--- src/rtl/hms_timer_core.sv ---
// hh:mm:ss timekeeping core: clock, stopwatch, countdown and alarm-set modes,
// BCD time registers, synchronised button edges and blinking active-low 7-seg decode.
module hms_timer_core #(
  parameter int unsigned CLK_HZ   = 50_000_000,
  parameter int unsigned TICK_HZ  = 1,
  parameter int unsigned HOUR_MAX = 24,
  parameter int unsigned BLINK_HZ = 2
) (
  input  logic       CLK,
  input  logic       clr,
  input  logic       start,
  input  logic       pause,
  input  logic [1:0] mode,
  input  logic       adj_sec,
  input  logic       adj_min,
  input  logic       adj_hou,
  input  logic       alarm_ack,
  output logic       timing,
  output logic       alarm,
  output logic       done,
  output logic [6:0] HEX0,
  output logic [6:0] HEX1,
  output logic [6:0] HEX2,
  output logic [6:0] HEX3,
  output logic [6:0] HEX4,
  output logic [6:0] HEX5
);

  localparam int unsigned TICK_DIV  = CLK_HZ / TICK_HZ;
  localparam int unsigned BLINK_DIV = CLK_HZ / (2 * BLINK_HZ);
  localparam int unsigned TW        = $clog2(TICK_DIV);
  localparam int unsigned BW        = (BLINK_DIV > 1) ? $clog2(BLINK_DIV) : 1;
  localparam int unsigned HOUR_LIM  = HOUR_MAX - 1;
  localparam logic [7:0]  HOUR_LAST = {4'(HOUR_LIM / 10), 4'(HOUR_LIM % 10)};

  localparam logic [1:0] MODE_CLOCK = 2'b00;
  localparam logic [1:0] MODE_STOPW = 2'b01;
  localparam logic [1:0] MODE_DOWN  = 2'b10;
  localparam logic [1:0] MODE_ALSET = 2'b11;

  // Two-digit BCD field helpers; no carry/borrow out, callers detect 59/00 themselves.
  function automatic logic [7:0] wrap60(input logic [7:0] v);
    logic [7:0] r;
    r = {v[7:4], v[3:0] + 4'd1};
    if (v == 8'h59)          r = 8'h00;
    else if (v[3:0] == 4'd9) r = {v[7:4] + 4'd1, 4'd0};
    return r;
  endfunction

  function automatic logic [7:0] dn60(input logic [7:0] v);
    logic [7:0] r;
    r = {v[7:4], v[3:0] - 4'd1};
    if (v == 8'h00)          r = 8'h59;
    else if (v[3:0] == 4'd0) r = {v[7:4] - 4'd1, 4'd9};
    return r;
  endfunction

  function automatic logic [7:0] inc_hour(input logic [7:0] v);
    logic [7:0] r;
    r = {v[7:4], v[3:0] + 4'd1};
    if (v == HOUR_LAST)      r = 8'h00;
    else if (v[3:0] == 4'd9) r = {v[7:4] + 4'd1, 4'd0};
    return r;
  endfunction

  function automatic logic [7:0] dec_hour(input logic [7:0] v);
    logic [7:0] r;
    r = {v[7:4], v[3:0] - 4'd1};
    if (v == 8'h00)          r = 8'h00;
    else if (v[3:0] == 4'd0) r = {v[7:4] - 4'd1, 4'd9};
    return r;
  endfunction

  function automatic logic [6:0] seg7(input logic [3:0] d);
    logic [6:0] r;
    case (d)
      4'd0:    r = 7'b1000000;
      4'd1:    r = 7'b1111001;
      4'd2:    r = 7'b0100100;
      4'd3:    r = 7'b0110000;
      4'd4:    r = 7'b0011001;
      4'd5:    r = 7'b0010010;
      4'd6:    r = 7'b0000010;
      4'd7:    r = 7'b1111000;
      4'd8:    r = 7'b0000000;
      4'd9:    r = 7'b0010000;
      default: r = 7'b1111111;
    endcase
    return r;
  endfunction

  logic [5:0]    btn, btn_edge;
  logic [5:0]    sync1_q, sync1_d, sync2_q, sync2_d, prev_q, prev_d;
  logic          e_start, e_pause, e_sec, e_min, e_hou, e_ack;
  logic [23:0]   time_q, time_d, alarm_reg_q, alarm_reg_d;
  logic [23:0]   up_time, dn_time, adj_src, adj_res, disp;
  logic          run_q, run_d, alarm_q, alarm_d, done_q, done_d;
  logic          blink_off_q, blink_off_d;
  logic [1:0]    mode_q, mode_d;
  logic [TW-1:0] tick_cnt_q, tick_cnt_d;
  logic [BW-1:0] blink_cnt_q, blink_cnt_d;
  logic          tick_c, time_zero_c, mode_chg_c, adj_ok_c, match_c, hit_zero_c, blank_c;
  logic          s_wrap_c, m_wrap_c, s_brw_c, m_brw_c;

  assign btn      = {alarm_ack, adj_hou, adj_min, adj_sec, pause, start};
  assign btn_edge = sync2_q & ~prev_q;
  assign {e_ack, e_hou, e_min, e_sec, e_pause, e_start} = btn_edge;

  assign tick_c      = run_q && (tick_cnt_q == TW'(TICK_DIV - 1));
  assign time_zero_c = (time_q == 24'h0);
  assign mode_chg_c  = (mode != mode_q);
  assign adj_ok_c    = !run_q && (e_sec || e_min || e_hou);

  // Ripple carry/borrow across all three fields in a single cycle.
  assign s_wrap_c = (time_q[7:0] == 8'h59);
  assign m_wrap_c = (time_q[15:8] == 8'h59);
  assign s_brw_c  = (time_q[7:0] == 8'h00);
  assign m_brw_c  = (time_q[15:8] == 8'h00);
  assign up_time  = {(s_wrap_c && m_wrap_c) ? inc_hour(time_q[23:16]) : time_q[23:16],
                     s_wrap_c ? wrap60(time_q[15:8]) : time_q[15:8],
                     wrap60(time_q[7:0])};
  assign dn_time  = {(s_brw_c && m_brw_c) ? dec_hour(time_q[23:16]) : time_q[23:16],
                     s_brw_c ? dn60(time_q[15:8]) : time_q[15:8],
                     dn60(time_q[7:0])};

  assign adj_src = (mode == MODE_ALSET) ? alarm_reg_q : time_q;
  assign adj_res = {e_hou ? inc_hour(adj_src[23:16]) : adj_src[23:16],
                    e_min ? wrap60(adj_src[15:8])    : adj_src[15:8],
                    e_sec ? wrap60(adj_src[7:0])     : adj_src[7:0]};

  // Next-state logic for counting, adjust, run control, flags and blink phase.
  always_comb begin
    sync1_d     = btn;
    sync2_d     = sync1_q;
    prev_d      = sync2_q;
    mode_d      = mode;
    time_d      = time_q;
    alarm_reg_d = alarm_reg_q;
    run_d       = run_q;
    match_c     = 1'b0;
    hit_zero_c  = 1'b0;
    tick_cnt_d  = '0;
    blink_cnt_d = '0;
    blink_off_d = 1'b0;

    if (run_q) tick_cnt_d = tick_c ? '0 : tick_cnt_q + TW'(1);

    if (tick_c) begin
      if (mode == MODE_CLOCK || mode == MODE_STOPW) begin
        time_d  = up_time;
        match_c = (mode == MODE_CLOCK) && (up_time == alarm_reg_q);
      end else if (mode == MODE_DOWN && !time_zero_c) begin
        time_d     = dn_time;
        hit_zero_c = (dn_time == 24'h0);
      end
    end

    // Stopwatch seconds button doubles as a reset of the whole time.
    if (adj_ok_c) begin
      if (mode == MODE_STOPW && e_sec) time_d = 24'h0;
      else if (mode == MODE_ALSET)     alarm_reg_d = adj_res;
      else                             time_d = adj_res;
    end

    if (e_start && !(mode == MODE_DOWN && time_zero_c)) run_d = 1'b1;
    if (e_pause) run_d = 1'b0;
    if (mode_chg_c || mode == MODE_ALSET || hit_zero_c) run_d = 1'b0;

    done_d  = (done_q && !(adj_ok_c || mode_chg_c)) || hit_zero_c;
    alarm_d = (alarm_q && !e_ack) || match_c;

    if (done_q || alarm_q) begin
      blink_off_d = blink_off_q;
      if (blink_cnt_q == BW'(BLINK_DIV - 1)) blink_off_d = ~blink_off_q;
      else                                   blink_cnt_d = blink_cnt_q + BW'(1);
    end
  end

  always_ff @(posedge CLK or negedge clr) begin
    if (!clr) begin
      sync1_q     <= '0;
      sync2_q     <= '0;
      prev_q      <= '0;
      mode_q      <= MODE_CLOCK;
      time_q      <= '0;
      alarm_reg_q <= '0;
      run_q       <= 1'b0;
      alarm_q     <= 1'b0;
      done_q      <= 1'b0;
      tick_cnt_q  <= '0;
      blink_cnt_q <= '0;
      blink_off_q <= 1'b0;
    end else begin
      sync1_q     <= sync1_d;
      sync2_q     <= sync2_d;
      prev_q      <= prev_d;
      mode_q      <= mode_d;
      time_q      <= time_d;
      alarm_reg_q <= alarm_reg_d;
      run_q       <= run_d;
      alarm_q     <= alarm_d;
      done_q      <= done_d;
      tick_cnt_q  <= tick_cnt_d;
      blink_cnt_q <= blink_cnt_d;
      blink_off_q <= blink_off_d;
    end
  end

  assign timing  = run_q;
  assign alarm   = alarm_q;
  assign done    = done_q;

  assign disp    = (mode_q == MODE_ALSET) ? alarm_reg_q : time_q;
  assign blank_c = (done_q || alarm_q) && blink_off_q;
  assign HEX0    = blank_c ? 7'h7F : seg7(disp[3:0]);
  assign HEX1    = blank_c ? 7'h7F : seg7(disp[7:4]);
  assign HEX2    = blank_c ? 7'h7F : seg7(disp[11:8]);
  assign HEX3    = blank_c ? 7'h7F : seg7(disp[15:12]);
  assign HEX4    = blank_c ? 7'h7F : seg7(disp[19:16]);
  assign HEX5    = blank_c ? 7'h7F : seg7(disp[23:20]);

endmodule
--- config.mk ---
export PLATFORM = sky130hd
export DESIGN_NAME = hms_timer_core
export DESIGN_NICKNAME = d
export VERILOG_FILES = /design/src/rtl/hms_timer_core.sv
export SDC_FILE = /design/constraint.sdc
export NUM_CORES = 1
export LEC_CHECK = 0
export ABC_AREA = 0
export CAP_MARGIN = 20
export CORE_ASPECT_RATIO = 0.6
export CORE_MARGIN = 1.5
export CORE_UTILIZATION = 60
export DETAILED_ROUTE_END_ITERATION = 10
export PLACE_DENSITY_LB_ADDON = 0.05
export SLEW_MARGIN = 15
export SYNTH_ARGS = -nofsm -noshare
export SYNTH_HDL_FRONTEND = slang
export SYNTH_SLANG_ARGS = --single-unit
--- constraint.sdc ---
create_clock -name CLK -period 4 [get_ports CLK]
set_input_delay 0.6 -clock CLK [delete_from_list [all_inputs] [get_ports CLK]]
set_output_delay 0.6 -clock CLK [all_outputs]
set_load 0.1 [all_outputs]
==> metrics.csv <==
stage,metric,value,unit
worst_setup_path,critPathArrivalTime,3140,ps
final_layout,drive_above_1_share,0.120,
worst_setup_path,startpoint_type,register,
grt,grtUsageTotal,0.345,
pwr,pwr-share-clk,0.202,
timing,setup_viol,0,
synth,synth_flop_cell,dfrtp_1,
clock_network,cts.sinks,122,
pwr,sequentialPowerShare,0.219,
route,wl_per_cell,20.0,µm
worst_setup_path,critPathKind,register to output pin,
final_layout,area_delta_synth_final,18.1,%
worst_setup_path,crit_path_top_delay_cell,mux2i_1,
clock_network,cts_buffer_depth,2,
pwr,pwr-share-comb,0.579,
worst_setup_path,crit_family,buffers and inverters,
synth,synth.avg_cell_area,8.22,µm²
route,postRouteAntennaNets,0,
grt,grt_max_degree,65,
worst_setup_path,crit_required,3400,ps
final_layout,fin_util,0.735,
clock_network,post-cts-setup-buffers,0,
floorplanning,rows,35,
floorplanning,core_area,0.0155,mm²
final_layout,fin_nets,1286,
floorplanning,num_io_pins,55,
grt,grt-ovfl-total,0,
floorplanning,die_w,167,µm
synth,ys_seq_area_frac,0.315,
timing,rsz0062_at_grt,no,
route,vias,9082,
pwr,power_switching_share,0.502,
timing,skew,13.6,ps
synth,syn_nets,1245,
timing,tns,0,ps
route,wl_met2,10700,µm
synth,synth_area_leaders,"dfrtp_1 32%, ha_1 7.5%, nor2_1 6.1%",
worst_setup_path,critPathMaxFanout,30,
grt,grt_first_pass_wirelength,45300,µm
synth,syn_inst,1177,
clock_network,cts_max_level,4,
synth,synth_edf_count,0,
outcome,status,"finished, final reports clean",
worst_setup_path,crit_chain,nand2_1 > buf_4 > mux2i_1 > inv_1 > ha_1 > a21oi_1 > nor2_1 > o21ai_1 > buf_12,
route,initialDrtViolationCount,1352,
synth,synth-seq-cells,122,
clock_network,clkTransAtPathRegs,70,ps
clock_network,post_cts_resized,0,
timing,fin_crit_sh,0.935,
clock_network,ctsHoldBuffers,0,
route,top_layer,met4,
pwr,p_leak,5.03,nW
synth,ys_types,79,
final_layout,antenna_cells,0,
place,placed_area,0.0109,mm²
place,dpl.hpwl,21100,µm
place,gp_congestion,1.02,
final_layout,finalInstanceArea,0.0114,mm²
clock_network,root_buffer,clkbuf_16,
worst_setup_path,end_kind,output pin,
timing,worst_pin_slew,965,ps
floorplanning,die_area,0.0169,mm²
worst_setup_path,timing.critical_path.buf_inv,3,
synth,yosys.area.top_type,dfrtp_1,
timing,final_hold_viol_count,0,
worst_setup_path,max_stage_delay,680,ps
clock_network,insertion_delay,420,ps
flow_run,maxCapViolCount,0,
pwr,p_int,3.63,mW
grt,grt_pass1_vias,8254,
synth,netlist.area_leader.share,0.315,
timing,fmax,267,MHz
route,vias_per_cell,6.33,
synth,syn-cell-area,0.00968,mm²
timing,max_slew_margin,0.355,
pwr,ir_drop,0.000578,V
timing,slew_violations,0,
timing,min_period,3740,ps
clock_network,tritoncts,yes,
route,remaining_drc_errors,0,
pwr,p_switching,3.66,mW
min_path,min_path_type,input pin to asynchronous set/reset pin,
route,drt_wl_total,28700,µm
place,numPortBuffers,54,
pwr,powerDensity,638,mW/mm²
grt,antenna_found_initial,0,
synth,synth_commonest_cells,"156 x nor2_1, 122 x dfrtp_1, 108 x o21ai_0, 92 x nand2_1, 66 x a21oi_1",
synth,synth_most_common_cell,nor2_1,
floorplanning,initial_core_util,0.623,
route,dr_wl_met3,3780,µm
route,drt-met1-wl,13900,µm
clock_network,cts_made_buffers,17,
synth,ys_warn_count,0,
synth,ys_async_sr_fraction,1.00,
route,drtPass1Iterations,6,
floorplanning,fp.dieH,101,µm
==> through the flow <==
step           setup WS, ps  instances  hold slack [ps]  power (mW)
6_report                260       1434              284        7.29
5_1_grt                92.5       1434              355        7.59
4_1_cts                 326       1434              312        7.21
3_5_place_dp            642       1402              335        5.73
3_3_place_gp            716       1402              331        5.70
2_1_floorplan           249       1177              304        4.33
==> sequential cells by signal, indices dropped and copies added, names as in the netlist <==
register	cells
done	1
mode_q	2
alarm_reg_q	24
tick_cnt_q	26
time_q	24
blink_cnt_q	24
sync1_q	6
blink_off_q	1
prev_q	6
timing	1
prev_d	6
alarm	1
==> logic make-up after synthesis <==
kind of cell / after synthesis / share of synthesized area
DFF: 122 / 0.315
and+or+nand+nor: 448 / 0.231
adders and majority gates: 58 / 0.0750
buffers and inverters: 109 / 0.0449
xor gates and xnor gates: 81 / 0.0733
AOI/OAI and AO/OA: 285 / 0.180
muxes: 74 / 0.0799
==> layout by cell type, fill, tap and decap left out, types with 43 or more instances in the layout <==
cell       n
a21oi_1   66
buf_12    43
dfrtp_1  122
ha_1      58
inv_1     49
mux2i_1   51
nand2_1   92
nand3_1   48
nor2_1   156
o21ai_0   73
==> final cells by class <==
type,count,area [µm²]
multi-input cells,946,6200
fillers,1131,4120
flip-flops and latches,122,3050
repair buffers,82,1180
clock buffers,18,439
well taps,203,254
inverters,49,184
clock inverters,14,114
==> power groups by stage <==
stage / combinational [mW] / clock, mW / sequential, mW
after floorplan: 2.85 / 0 / 1.47
after global placement: 4.09 / 0 / 1.60
after detailed placement: 4.13 / 0 / 1.60
after CTS: 4.15 / 1.48 / 1.58
after global routing: 4.44 / 1.54 / 1.61
final: 4.22 / 1.47 / 1.60
==> per-layer routing <==
metal,vias to the layer above,track usage
li1,4284,-
met1,4231,0.534
met2,513,0.447
met3,54,0.122
met4,0,0.0741
met5,-,0
==> worst paths after layout <==
check	start	endpoint	slack [ps]	cells past startpoint
hold reg to reg	sync1_q[5]	prev_d[5]	340	0
setup reg to reg	time_q[0]	alarm	550	8
hold / removal	clr	alarm_reg_q[2]	280	1
max in group asynchronous	clr	time_q[18]	2880	2
min in group CLK	sync1_q[5]	prev_d[5]	340	0
setup / recovery	mode_q[0]	HEX4[3]	260	9
Power figures use the tool's default switching activity.
